## src/rtl/add_sub_arbiter_pkg.sv

```systemverilog
// Shared constants and round-robin helper for the add/sub arbiter.
package add_sub_arbiter_pkg;

   localparam int unsigned RR_IDX_W    = 4;
   localparam int unsigned RSP_FLAGS_W = 3;
   localparam int unsigned FLAG_CARRY  = 0;
   localparam int unsigned FLAG_OVF    = 1;
   localparam int unsigned FLAG_UNF    = 2;

   // Next requester index after idx, wrapping at n.
   function automatic logic [RR_IDX_W-1:0] rr_next(input logic [RR_IDX_W-1:0] idx,
                                                   input logic [RR_IDX_W:0]   n);
      logic [RR_IDX_W:0] nxt;
      nxt = {1'b0, idx} + (RR_IDX_W+1)'(1);
      return (nxt >= n) ? '0 : nxt[RR_IDX_W-1:0];
   endfunction

endpackage

```

## src/rtl/add_sub_arbiter_addsub.sv

```systemverilog
// Combinational adder/subtractor with unsigned or two's-complement saturation.
module add_sub_arbiter_addsub #(
   parameter int unsigned DSIZE = 8
) (
   input  logic [DSIZE-1:0] a_i,
   input  logic [DSIZE-1:0] b_i,
   input  logic             sub_i,
   input  logic             tc_i,
   output logic [DSIZE-1:0] sum_o,
   output logic [DSIZE-1:0] clip_o,
   output logic             carry_o,
   output logic             ovf_o,
   output logic             unf_o
);

   logic [DSIZE-1:0] b_eff;
   logic [DSIZE:0]   raw;
   logic             s_ovf;

   // Subtraction as A + ~B + 1, so carry-out means "no borrow".
   assign b_eff   = sub_i ? ~b_i : b_i;
   assign raw     = {1'b0, a_i} + {1'b0, b_eff} + (DSIZE+1)'(sub_i);
   assign sum_o   = raw[DSIZE-1:0];
   assign carry_o = raw[DSIZE];
   assign s_ovf   = (a_i[DSIZE-1] == b_eff[DSIZE-1]) && (sum_o[DSIZE-1] != a_i[DSIZE-1]);

   always_comb begin
      ovf_o  = 1'b0;
      unf_o  = 1'b0;
      clip_o = sum_o;
      if (tc_i) begin
         ovf_o = s_ovf & ~a_i[DSIZE-1];
         unf_o = s_ovf &  a_i[DSIZE-1];
      end else begin
         ovf_o = ~sub_i & carry_o;
         unf_o =  sub_i & ~carry_o;
      end
      if (ovf_o) begin
         clip_o = tc_i ? {1'b0, {(DSIZE-1){1'b1}}} : '1;
      end else if (unf_o) begin
         clip_o = tc_i ? {1'b1, {(DSIZE-1){1'b0}}} : '0;
      end
   end

endmodule

```

## src/rtl/add_sub_arbiter.sv

```systemverilog
// Round-robin sharing of one adder/subtractor between NREQ requesters,
// with a registered operand stage and a registered result stage.
module add_sub_arbiter
   import add_sub_arbiter_pkg::*;
#(
   parameter int unsigned DSIZE = 8,
   parameter int unsigned NREQ  = 4,
   parameter int unsigned IDW   = 2
) (
   input  logic                  clk_i,
   input  logic                  rst_n_i,
   input  logic [NREQ-1:0]       req_valid_i,
   output logic [NREQ-1:0]       req_ready_o,
   input  logic [NREQ*DSIZE-1:0] req_a_i,
   input  logic [NREQ*DSIZE-1:0] req_b_i,
   input  logic [NREQ-1:0]       req_sub_i,
   input  logic [NREQ-1:0]       req_tc_i,
   output logic                  rsp_valid_o,
   input  logic                  rsp_ready_i,
   output logic [IDW-1:0]        rsp_id_o,
   output logic [DSIZE-1:0]      rsp_sum_o,
   output logic [DSIZE-1:0]      rsp_clip_o,
   output logic                  rsp_carry_o,
   output logic                  rsp_ovf_o,
   output logic                  rsp_unf_o,
   output logic                  busy_o
);

   localparam int unsigned PAD_W = 1 << RR_IDX_W;

   logic [IDW-1:0]         last_q, last_d;
   logic                   v1_q, v1_d;
   logic [DSIZE-1:0]       a1_q, a1_d, b1_q, b1_d;
   logic                   sub1_q, sub1_d, tc1_q, tc1_d;
   logic [IDW-1:0]         id1_q, id1_d;
   logic                   v2_q, v2_d;
   logic [DSIZE-1:0]       sum2_q, sum2_d, clip2_q, clip2_d;
   logic [RSP_FLAGS_W-1:0] flags2_q, flags2_d;
   logic [IDW-1:0]         id2_q, id2_d;

   logic                   adv1, adv2, accept;
   logic [PAD_W-1:0]       valid_pad;
   logic [RR_IDX_W-1:0]    idx, gnt_idx;
   logic                   gnt_found;
   logic [DSIZE-1:0]       sel_a, sel_b;
   logic                   sel_sub, sel_tc;

   logic [DSIZE-1:0]       add_sum, add_clip;
   logic                   add_carry, add_ovf, add_unf;

   assign adv2   = ~v2_q | rsp_ready_i;
   assign adv1   = ~v1_q | adv2;
   assign accept = rst_n_i & adv1 & gnt_found;

   // Search requesters starting just after the last granted one.
   always_comb begin
      valid_pad = PAD_W'(req_valid_i);
      gnt_found = 1'b0;
      gnt_idx   = '0;
      idx       = rr_next(RR_IDX_W'(last_q), (RR_IDX_W+1)'(NREQ));
      for (int i = 0; i < NREQ; i++) begin
         if (!gnt_found && valid_pad[idx]) begin
            gnt_found = 1'b1;
            gnt_idx   = idx;
         end
         idx = rr_next(idx, (RR_IDX_W+1)'(NREQ));
      end
   end

   always_comb begin
      sel_a       = '0;
      sel_b       = '0;
      sel_sub     = 1'b0;
      sel_tc      = 1'b0;
      req_ready_o = '0;
      for (int k = 0; k < NREQ; k++) begin
         if (RR_IDX_W'(k) == gnt_idx) begin
            sel_a   = req_a_i[k*DSIZE +: DSIZE];
            sel_b   = req_b_i[k*DSIZE +: DSIZE];
            sel_sub = req_sub_i[k];
            sel_tc  = req_tc_i[k];
         end
         req_ready_o[k] = accept && (RR_IDX_W'(k) == gnt_idx);
      end
   end

   add_sub_arbiter_addsub #(
      .DSIZE (DSIZE)
   ) u_addsub (
      .a_i     (a1_q),
      .b_i     (b1_q),
      .sub_i   (sub1_q),
      .tc_i    (tc1_q),
      .sum_o   (add_sum),
      .clip_o  (add_clip),
      .carry_o (add_carry),
      .ovf_o   (add_ovf),
      .unf_o   (add_unf)
   );

   // Stage advance: S2 drains the old S1 while S1 takes the new grant.
   always_comb begin
      last_d   = last_q;
      v1_d     = v1_q;
      a1_d     = a1_q;
      b1_d     = b1_q;
      sub1_d   = sub1_q;
      tc1_d    = tc1_q;
      id1_d    = id1_q;
      v2_d     = v2_q;
      sum2_d   = sum2_q;
      clip2_d  = clip2_q;
      flags2_d = flags2_q;
      id2_d    = id2_q;
      if (adv1) begin
         v1_d = accept;
         if (accept) begin
            a1_d   = sel_a;
            b1_d   = sel_b;
            sub1_d = sel_sub;
            tc1_d  = sel_tc;
            id1_d  = IDW'(gnt_idx);
            last_d = IDW'(gnt_idx);
         end
      end
      if (adv2) begin
         v2_d = v1_q;
         if (v1_q) begin
            sum2_d               = add_sum;
            clip2_d              = add_clip;
            flags2_d[FLAG_CARRY] = add_carry;
            flags2_d[FLAG_OVF]   = add_ovf;
            flags2_d[FLAG_UNF]   = add_unf;
            id2_d                = id1_q;
         end
      end
   end

   always_ff @(posedge clk_i) begin
      if (!rst_n_i) begin
         last_q   <= IDW'(NREQ - 1);
         v1_q     <= 1'b0;
         a1_q     <= '0;
         b1_q     <= '0;
         sub1_q   <= 1'b0;
         tc1_q    <= 1'b0;
         id1_q    <= '0;
         v2_q     <= 1'b0;
         sum2_q   <= '0;
         clip2_q  <= '0;
         flags2_q <= '0;
         id2_q    <= '0;
      end else begin
         last_q   <= last_d;
         v1_q     <= v1_d;
         a1_q     <= a1_d;
         b1_q     <= b1_d;
         sub1_q   <= sub1_d;
         tc1_q    <= tc1_d;
         id1_q    <= id1_d;
         v2_q     <= v2_d;
         sum2_q   <= sum2_d;
         clip2_q  <= clip2_d;
         flags2_q <= flags2_d;
         id2_q    <= id2_d;
      end
   end

   assign rsp_valid_o = v2_q;
   assign rsp_id_o    = id2_q;
   assign rsp_sum_o   = sum2_q;
   assign rsp_clip_o  = clip2_q;
   assign rsp_carry_o = flags2_q[FLAG_CARRY];
   assign rsp_ovf_o   = flags2_q[FLAG_OVF];
   assign rsp_unf_o   = flags2_q[FLAG_UNF];
   assign busy_o      = v1_q | v2_q;

endmodule
```

## config.mk

```make
export PLATFORM = sky130hd
export DESIGN_NAME = add_sub_arbiter
export DESIGN_NICKNAME = d
export VERILOG_FILES = /design/src/rtl/add_sub_arbiter_pkg.sv /design/src/rtl/add_sub_arbiter_addsub.sv /design/src/rtl/add_sub_arbiter.sv
export SDC_FILE = /design/constraint.sdc
export NUM_CORES = 1
export LEC_CHECK = 0
export CORE_UTILIZATION = 40
export CTS_CLUSTER_SIZE = 20
export DETAILED_ROUTE_END_ITERATION = 12
export GPL_TIMING_DRIVEN = 1
export PLACE_DENSITY = 0.74
export SLEW_MARGIN = 15
export SYNTH_ARGS = -nofsm -noshare
export SYNTH_HDL_FRONTEND = slang
export SYNTH_SLANG_ARGS = --single-unit
```

## constraint.sdc

```tcl
create_clock -name clk_i -period 7.5 [get_ports clk_i]
set_input_delay 1.5 -clock clk_i [delete_from_list [all_inputs] [get_ports clk_i]]
set_output_delay 1.5 -clock clk_i [all_outputs]
set_load 0.005 [all_outputs]
```

-- After elaboration in Yosys (flattened, before gate mapping)
Cells that the tools add are included.
- output and inout port bits: 27
- input port bits: 79
- logic and storage cells: 103
- flip-flop bits (word level): 45
- equal/unequal tests: 5
- reduce and logical (&&, ||, !) cells: 14
- muxes and demuxes: 43
- bitwise operators: 15
- order comparisons: 8
- $add $sub $neg: 6
- operators with widths (cell ; number):
    $mux W8 ; 13
    $mux W4 ; 6
    $mux W1 ; 18
    $bmux W1 S4 ; 4
    $lt A4 B5 Y1 const B ; 3
    $add A4 B1 Y5 const B ; 2
    $ge A5 B3 Y1 const B ; 2
    $add A8 B8 Y9 ; 1
    $add A9 B1 Y9 ; 1
    $eq A2 B4 Y1 const A ; 2
    $logic_and A1 B1 Y1 ; 8
    $not A8 Y8 ; 1
    $and A1 B1 Y1 ; 6
    $mux W3 ; 2
    $lt A3 B5 Y1 const B ; 1
    $not A1 Y1 ; 5
    $add A3 B1 Y4 const B ; 1
    $eq A1 B4 Y1 const A ; 1
    $ge A4 B3 Y1 const B ; 1
    $logic_not A4 Y1 ; 1
    $reduce_and A2 Y1 ; 2
    $add A2 B1 Y3 const B ; 1
    $ge A3 B3 Y1 const B ; 1
    $logic_not A1 Y1 ; 3
    3 further kinds ; 5

-- Logic depth before layout (Yosys ltp)
Gate-level depths: netlist of run 1.
- depth after elaboration: 21
- mapped depth: 14
- depth with buffers taken out: 10

-- Modules after synthesis
A second synthesis of run 1 with hierarchy kept.
- cells, all modules: 395
- area total of the unflattened synthesis: 3364.5 sq um
- modules (own cells, without submodules) (module ; times used ; area each (sq um) ; cells each ; seq. area each (sq um)):
    add_sub_arbiter ; 1 ; 2673.8 ; 305 ; 900.9
    add_sub_arbiter_addsub ; 1 ; 690.7 ; 90 ; 0.0

-- Least setup slack after synthesis of run 1
No wires, ideal clock.
- kind: in2out
- start point: input port req_valid_i[0]
- end point: output port req_ready_o[1]
- path buffers: 1
- cell stages on the path: 7
- data arrival time: 3.152 ns
- path slack: 2.848 ns
- required time: 6.000 ns
- path through: mux4_2 > and2_4 > a2111oi_4 > o2bb2ai_1 > or3_4 > buf_6 > nor2_1
- longest elaborated chain between the ends: 14
- elaborated cells on any way between the ends: 25
- those cells by class: 1 x eq/ne; 16 x mux; 1 x bitwise; 7 x reduce/logical
- RTL lines (element ; line ; source):
    start, declared ; add_sub_arbiter.sv:12 ; input logic [NREQ-1:0] req_valid_i,
    $bmux W1 S4 ; add_sub_arbiter.sv:62 ; if (!gnt_found && valid_pad[idx]) begin
    $mux W1 (not written as such) ; add_sub_arbiter.sv:62 ;
    $mux W1 ; add_sub_arbiter.sv:62 ;
    $logic_not A1 Y1 ; add_sub_arbiter.sv:62 ;
    $logic_and A1 B1 Y1 ; add_sub_arbiter.sv:62 ;
    $mux W1 ; add_sub_arbiter.sv:62 ;
    $logic_not A1 Y1 ; add_sub_arbiter.sv:62 ;
    $logic_and A1 B1 Y1 ; add_sub_arbiter.sv:62 ;
    $mux W1 ; add_sub_arbiter.sv:62 ;
    $logic_not A1 Y1 ; add_sub_arbiter.sv:62 ;
    $logic_and A1 B1 Y1 ; add_sub_arbiter.sv:62 ;
    $mux W4 or $mux W1 (tied branches) ; add_sub_arbiter.sv:62 ;
    $eq A1 B4 Y1 or $and A1 B1 Y1 (tied branches) ; add_sub_arbiter.sv:83, add_sub_arbiter.sv:53 ;
    $logic_and A1 B1 Y1 (*) ; add_sub_arbiter.sv:83 ; req_ready_o[k] = accept && (RR_IDX_W'(k) == gnt_idx);
    end, declared ; add_sub_arbiter.sv:13 ; output logic [NREQ-1:0] req_ready_o,
Mark *: on every way between the ends. The rest lies on a longest branch, timed or not. The select of a mux whose other input is x is not followed.

-- Worst setup path after layout of run 1
- start point: input port req_valid_i[3]
- end point: output port req_ready_o[2]
- longest elaborated chain between the ends: 14
- elaborated cells on any way between the ends: 25
- those cells by class: 1 x eq/ne; 16 x mux; 1 x bitwise; 7 x reduce/logical
- RTL lines (element ; line):
    $bmux W1 S4 ; add_sub_arbiter.sv:62
    $mux W1 (not written as such) ; add_sub_arbiter.sv:62
    $mux W1 ; add_sub_arbiter.sv:62
    $logic_not A1 Y1 ; add_sub_arbiter.sv:62
    $logic_and A1 B1 Y1 ; add_sub_arbiter.sv:62
    $mux W1 ; add_sub_arbiter.sv:62
    $logic_not A1 Y1 ; add_sub_arbiter.sv:62
    $logic_and A1 B1 Y1 ; add_sub_arbiter.sv:62
    $mux W1 ; add_sub_arbiter.sv:62
    $logic_not A1 Y1 ; add_sub_arbiter.sv:62
    $logic_and A1 B1 Y1 ; add_sub_arbiter.sv:62
    $mux W4 or $mux W1 (tied branches) ; add_sub_arbiter.sv:62
    $eq A2 B4 Y1 or $and A1 B1 Y1 (tied branches) ; add_sub_arbiter.sv:83, add_sub_arbiter.sv:53
    $logic_and A1 B1 Y1 (*) ; add_sub_arbiter.sv:83
Marked as above.

==> results of run 1 <==
==> power groups by stage <==
stage	Combinational [uW]	Sequential (uW)	Clock, uW
5_1_grt	1530	422	204
6_report	1380	408	193
4_1_cts	1380	409	194
3_3_place_gp	1350	411	0
2_1_floorplan	1120	392	0
3_5_place_dp	1380	415	0
==> registers in the layout, indices dropped and copies added (netlist names), 2 cells and up <==
name,cells
b1_q,8
a1_q,8
rsp_id_o,2
rsp_sum_o,8
flags2_q,3
id1_q,2
rsp_clip_o,8
last_q,2
==> worst max-delay path, cell delays in order <==
cell	delay [ns]
clkdlybuf4s50_1	0.49
mux4_2	0.50
nand2_1	0.12
o211ai_1	0.11
o2bb2ai_1	0.23
nor3b_2	0.81
and2_1	0.24
clkdlybuf4s50_1	0.50
==> cell families (layout without fill, tap and decap cells) <==
kind of cell | after synthesis | after routing
adders and majority gates | 14 | 14
and+or+nand+nor | 124 | 124
DFF | 45 | 45
muxes | 28 | 28
AOI/OAI and AO/OA | 125 | 125
buffers and inverters | 39 | 127
xor gates and xnor gates | 10 | 10
==> path summary, 6_finish.rpt <==
path               endpoint  depth (start not counted)  slack (ns)            from
max          req_ready_o[2]                          8        1.50  req_valid_i[3]
max reg2reg         b1_q[0]                          9        3.62       last_q[0]
min reg2reg    rsp_sum_o[6]                          2        0.46    rsp_sum_o[6]
min            rsp_sum_o[6]                          2        0.46    rsp_sum_o[6]
==> through the flow <==
stage | util | worst slack [ns] | power (uW) | cell area [sq um]
global route | 0.565 | 1.29 | 2160 | 4410
CTS | 0.565 | 1.54 | 1980 | 4410
detailed placement | 0.549 | 1.55 | 1790 | 4290
finish | 0.565 | 1.50 | 1990 | 4410
floorplan | - | 2.85 | 1520 | 3250
global placement | 0.549 | 1.64 | 1760 | 4290
==> placed cells by master, fill, tap and decap left out, types with 7 or more instances in the layout <==
| master | instances |
|---|---|
| a21boi_0 | 18 |
| a21oi_1 | 24 |
| a22oi_1 | 7 |
| and3_1 | 20 |
| clkdlybuf4s50_1 | 105 |
| dfxtp_1 | 45 |
| ha_1 | 13 |
| inv_1 | 12 |
| mux2i_1 | 24 |
| nand2_1 | 44 |
| nand3_1 | 8 |
| nor2_1 | 22 |
| o211ai_2 | 19 |
| o21ai_0 | 20 |
| xor2_1 | 7 |
==> final cells by class <==
type / count / area [sq um] / area share
multi-input cells: 301 / 2150 / 0.488
well taps: 102 / 128 / 0.0289
inverters: 12 / 45.0 / 0.0102
repair buffers: 107 / 1070 / 0.242
flip-flops and latches: 45 / 901 / 0.204
clock inverters: 2 / 37.5 / 0.00851
clock buffers: 6 / 82.6 / 0.0187
==> routing by layer <==
metal,routed length [um],up-vias,GRT usage
li1,-,1569,-
met1,4000,1373,0.269
met2,3540,92,0.295
met3,348,5,0.0299
met4,48,0,0.0273
met5,0,-,0
==> results.yml, run 1 <==
die:
  ioPinCount: 106
  die_h_um: 92.2
  dieArea_sq_um: 8500
  start_util: 0.417
  core_area_sq_um: 7810
  num_rows: 32
  die_w_um: 92.2
pwr:
  irDropWorstVdd_mv: 0.172
  combPwrFrac: 0.697
  netSwitchingFraction: 0.453
  power.leakage_uw: 0.00179
  pwr-share-clk: 0.097
  p_switching_uw: 900
  internal-power_uw: 1090
  p_per_area_nw_per_um2: 450
  seq_power_share: 0.205
sta:
  tns_ns: 0
  rsz0062_at_grt: "no"
  hold_violations: 0
  setup_violations: 0
  slew_viol_final: 0
  fin_hold_ws_ns: 0.458
  tightestPinTransition_ns: 0.937
  max-slew-margin-rel: 0.373
  fmax_mhz: 167
  period_share: 0.799
  skew_ns: 0.00469
  period_needed_ns: 6.00
logic_synthesis:
  synthTopCellsByCount: "dfxtp_1 (45), nand2_1 (44), a21oi_1 (24), mux2i_1 (24), nor2_1 (22)"
  synth_top_flop_cell: "dfxtp_1"
  synth_edf_count: 0
  synth_most_common_cell: "dfxtp_1"
  synth_top_cell_by_area: "dfxtp_1"
  synth_top_area_frac: 0.277
  synth_compound_area_frac: 0.298
  synth_warnings: 0
  synth_cell_types: 57
  synth_xor_area_frac: 0.0269
  netlist_area_sq_um: 3250
  syn-num-nets: 478
  yosysSeqAreaShare: 0.277
  async_flop_share: 0
  synthAdderAreaFrac: 0.0561
  synthSimpleGateAreaFrac: 0.186
  synth.ff_latch_count: 45
  netlist_instances: 385
  avgSynthCellArea_sq_um: 8.45
  synthTopCellsByArea: "dfxtp_1 (28%), mux2i_1 (7.4%), o211ai_2 (7.3%)"
  synth_top_family_by_area: "compound AO/OA/AOI/OAI gates"
  synth_mux_area_frac: 0.0911
global_route:
  grt_pass1_vias: 2773
  grt.total_usage: 0.186
  grt_pass1_wl_um: 12900
  grt_antenna_before_repair: 0
  grt_max_degree: 39
  gr-total-overflow: 0
drt:
  antenna_left: 0
  drc: 0
  drt_iter0_drc: 142
  dr.pass1.iters: 4
  routed_wl_um: 7940
  post_drt_via_cell_ratio: 5.29
  vias: 3039
  wl_per_cell_um: 13.8
place:
  port_buffers: 105
  gp_congestion: 0.813
  hpwlAfterDp_um: 6180
  dp_cells: 567
critical_path:
  crit_type: "input port to output port"
  worstSetupStartpointType: "input port"
  critPathRequiredTime_ns: 6.00
  crit_path_end_kind: "output port"
  crit_fanout: 20
  crit_arrival_ns: 4.50
final_layout:
  final_nets: 565
  diodes: 0
  stdcell_count: 575
  area_delta_synth_final_pct: 35.5
  drive_gt1_frac: 0.0951
  nFillCells: 731
clocking:
  cts_tree: "built"
  post_cts_resized: 0
  hold_buffers: 0
  insertion_delay_ns: 0.30
  cts_buffer_depth: 2
  numCtsBuffers: 5
  htreeDepth: 2
  path_clk_slew_ns: 0.08
  clock-root-buffer: "clkbuf_8"
  cts_sinks: 45
  cts_setup_buffers: 0
run_status:
  status: "completed"
run:
  cap_violations: 0
min_path:
  min_path_type: "flop to flop"
Power figures use the tool's default switching activity.
==> run 2: changes to the inputs <==
--- a/config.mk
+++ b/config.mk
@@ -9,7 +9,7 @@
 export CTS_CLUSTER_SIZE = 20
 export DETAILED_ROUTE_END_ITERATION = 12
 export GPL_TIMING_DRIVEN = 1
-export PLACE_DENSITY = 0.74
+export PLACE_DENSITY = 0.77
 export SLEW_MARGIN = 15
 export SYNTH_ARGS = -nofsm -noshare
 export SYNTH_HDL_FRONTEND = slang
==> constraint.sdc (replaced) <==
create_clock -name clk_i -period 5 [get_ports clk_i]
set_input_delay 1 -clock clk_i [delete_from_list [all_inputs] [get_ports clk_i]]
set_output_delay 1 -clock clk_i [all_outputs]
set_load 0.005 [all_outputs]
==> run 2 against run 1 <==
  * Via count increased by 1.9%
  * Total power increased by 52%
  * Sequential power increased by 48%
  * Sequential cell count unchanged
  * Critical path type unchanged
  * Critical path depth unchanged
  * Utilization increased by 0.58 points
  * First-iteration DRC count increased by 40%
  * Worst setup slack got worse by 1.1 ns
  * Cell area increased by 1.0%
  * Wire length increased by 1.7%
  * Sequential share of layout area decreased by 0.21 points
  * Count of clock-buffer cells in the layout unchanged
==> results.yml, run 2 (synthesized netlist as in run 1, its figures left out) <==
critical_path:
  reg2reg_to: "rsp_clip_o[4]"
  reg2regPathDepth: 10
  worstSetupStartpointType: "input port"
  critPathRequiredTime_ns: 4.00
  crit_fanout: 6
  reg2reg_from: "sub1_q"
  crit_path_end_kind: "output port"
  reg2reg_slack_ns: 1.53
  crit_type: "input port to output port"
  crit_arrival_ns: 3.60
  critPathLaunch: "req_valid_i[3]"
clocking:
  numCtsBuffers: 5
  insertion_delay_ns: 0.30
  cts_sinks: 45
  clock-root-buffer: "clkbuf_8"
  cts_tree: "built"
  hold_buffers: 0
  cts_buffer_depth: 2
  cts_setup_buffers: 0
  htreeDepth: 2
  post_cts_resized: 0
  path_clk_slew_ns: 0.09
sta:
  skew_ns: 0.00536
  period_needed_ns: 4.60
  hold_violations: 0
  max-slew-margin-rel: 0.396
  rsz0062_at_grt: "no"
  period_share: 0.920
  setup_violations: 0
  slew_viol_final: 0
  tightestPinTransition_ns: 0.906
  tns_ns: 0
  fin_ws_ns: 0.400
  fmax_mhz: 217
pwr:
  seq_power_share: 0.200
  pwr-share-clk: 0.097
  power.leakage_uw: 0.00182
  netSwitchingFraction: 0.449
  p_switching_uw: 1360
  internal-power_uw: 1660
  combPwrFrac: 0.703
  p_per_area_nw_per_um2: 678
  irDropWorstVdd_mv: 0.287
min_path:
  min_path_type: "flop to flop"
  holdPathEnd: "flags2_q[1]"
  hold_depth: 2
  hp-start: "flags2_q[1]"
place:
  place_ws_ns: 0.401
  port_buffers: 105
  hpwlAfterDp_um: 6350
  gp_congestion: 0.804
die:
  core_area_sq_um: 7810
  ioPinCount: 106
  die_h_um: 92.2
  dieArea_sq_um: 8500
  start_util: 0.417
  num_rows: 32
  die_w_um: 92.2
drt:
  antenna_left: 0
  dr.pass1.iters: 4
  vias: 3098
  drc: 0
  post_drt_via_cell_ratio: 5.33
  routed_wl_um: 8070
  wl_per_cell_um: 13.9
  drt_iter0_drc: 199
final_layout:
  diodes: 0
  final_nets: 571
  area_delta_synth_final_pct: 36.9
  final_common_cell: "clkdlybuf4s50_1"
  layout_common_cells: "clkdlybuf4s50_1 (105), dfxtp_1 (45), nand2_1 (44)"
  drive_gt1_frac: 0.106
  fin_util: 0.571
  nFillCells: 719
run:
  cap_violations: 0
global_route:
  gr-total-overflow: 0
  grt_pass1_wl_um: 13600
  grt_max_degree: 38
  grt_pass1_vias: 2971
  grt.total_usage: 0.198
  grt_antenna_before_repair: 0
run_status:
  status: "completed"
==> run 2: changes by cell type in the layout (fill, tap and decap cells not counted), sizes merged <==
cell and delta:
buf +6
==> run 2: power by group through the flow <==
stage | Combinational, uW | Sequential [uW] | Clock [uW]
floorplan | 1690 | 588 | 0
global placement | 2080 | 609 | 0
CTS | 2140 | 605 | 295
detailed placement | 2120 | 613 | 0
finish | 2120 | 605 | 292
global route | 2360 | 623 | 312
==> run 2: how the worst max path moves through the flow <==
stage	end	slack [ns]	cells after the start
finish	req_ready_o[3]	0.40	8
detailed placement	req_ready_o[3]	0.40	8
global placement	req_ready_o[3]	0.43	8
floorplan	req_ready_o[1]	1.35	7
global route	req_ready_o[1]	0.27	8
CTS	req_ready_o[3]	0.40	8
==> run 2: critical path, stage by stage <==
cell	delay (ns)
clkdlybuf4s50_1	0.49
mux4_2	0.50
and2_4	0.19
a2111oi_4	0.26
o2bb2ai_1	0.14
or3_4	0.41
nor2_1	0.09
clkdlybuf4s50_1	0.51
==> run 2: layout make-up <==
cell class / instances / area (sq um) / share of cell area
tap: 102 / 128 / 0.0287
clock inverter: 2 / 37.5 / 0.00843
clock buffer: 6 / 82.6 / 0.0185
sequential: 45 / 901 / 0.202
multi-input combinational: 301 / 2150 / 0.483
timing repair buffer: 113 / 1110 / 0.249
inverter: 12 / 45.0 / 0.0101
==> run 2: metrics by stage <==
| stage | total power (uW) | hold slack [ns] | cells | area, sq um |
|---|---|---|---|---|
| floorplan | 2270 | 0.432 | 385 | 3250 |
| global route | 3290 | 0.494 | 581 | 4450 |
| CTS | 3040 | 0.466 | 581 | 4450 |
| global placement | 2690 | 0.443 | 573 | 4330 |
| finish | 3020 | 0.465 | 581 | 4450 |
| detailed placement | 2740 | 0.454 | 573 | 4330 |
==> run 2: routing by layer <==
metal  up-vias  part of all wire  GRT usage
met3        18             0.054     0.0307
met2       107              0.46      0.326
met4         0             0.019     0.0625
li1       1577                 -          -
met1      1396              0.47      0.263
met5         -                 0          0
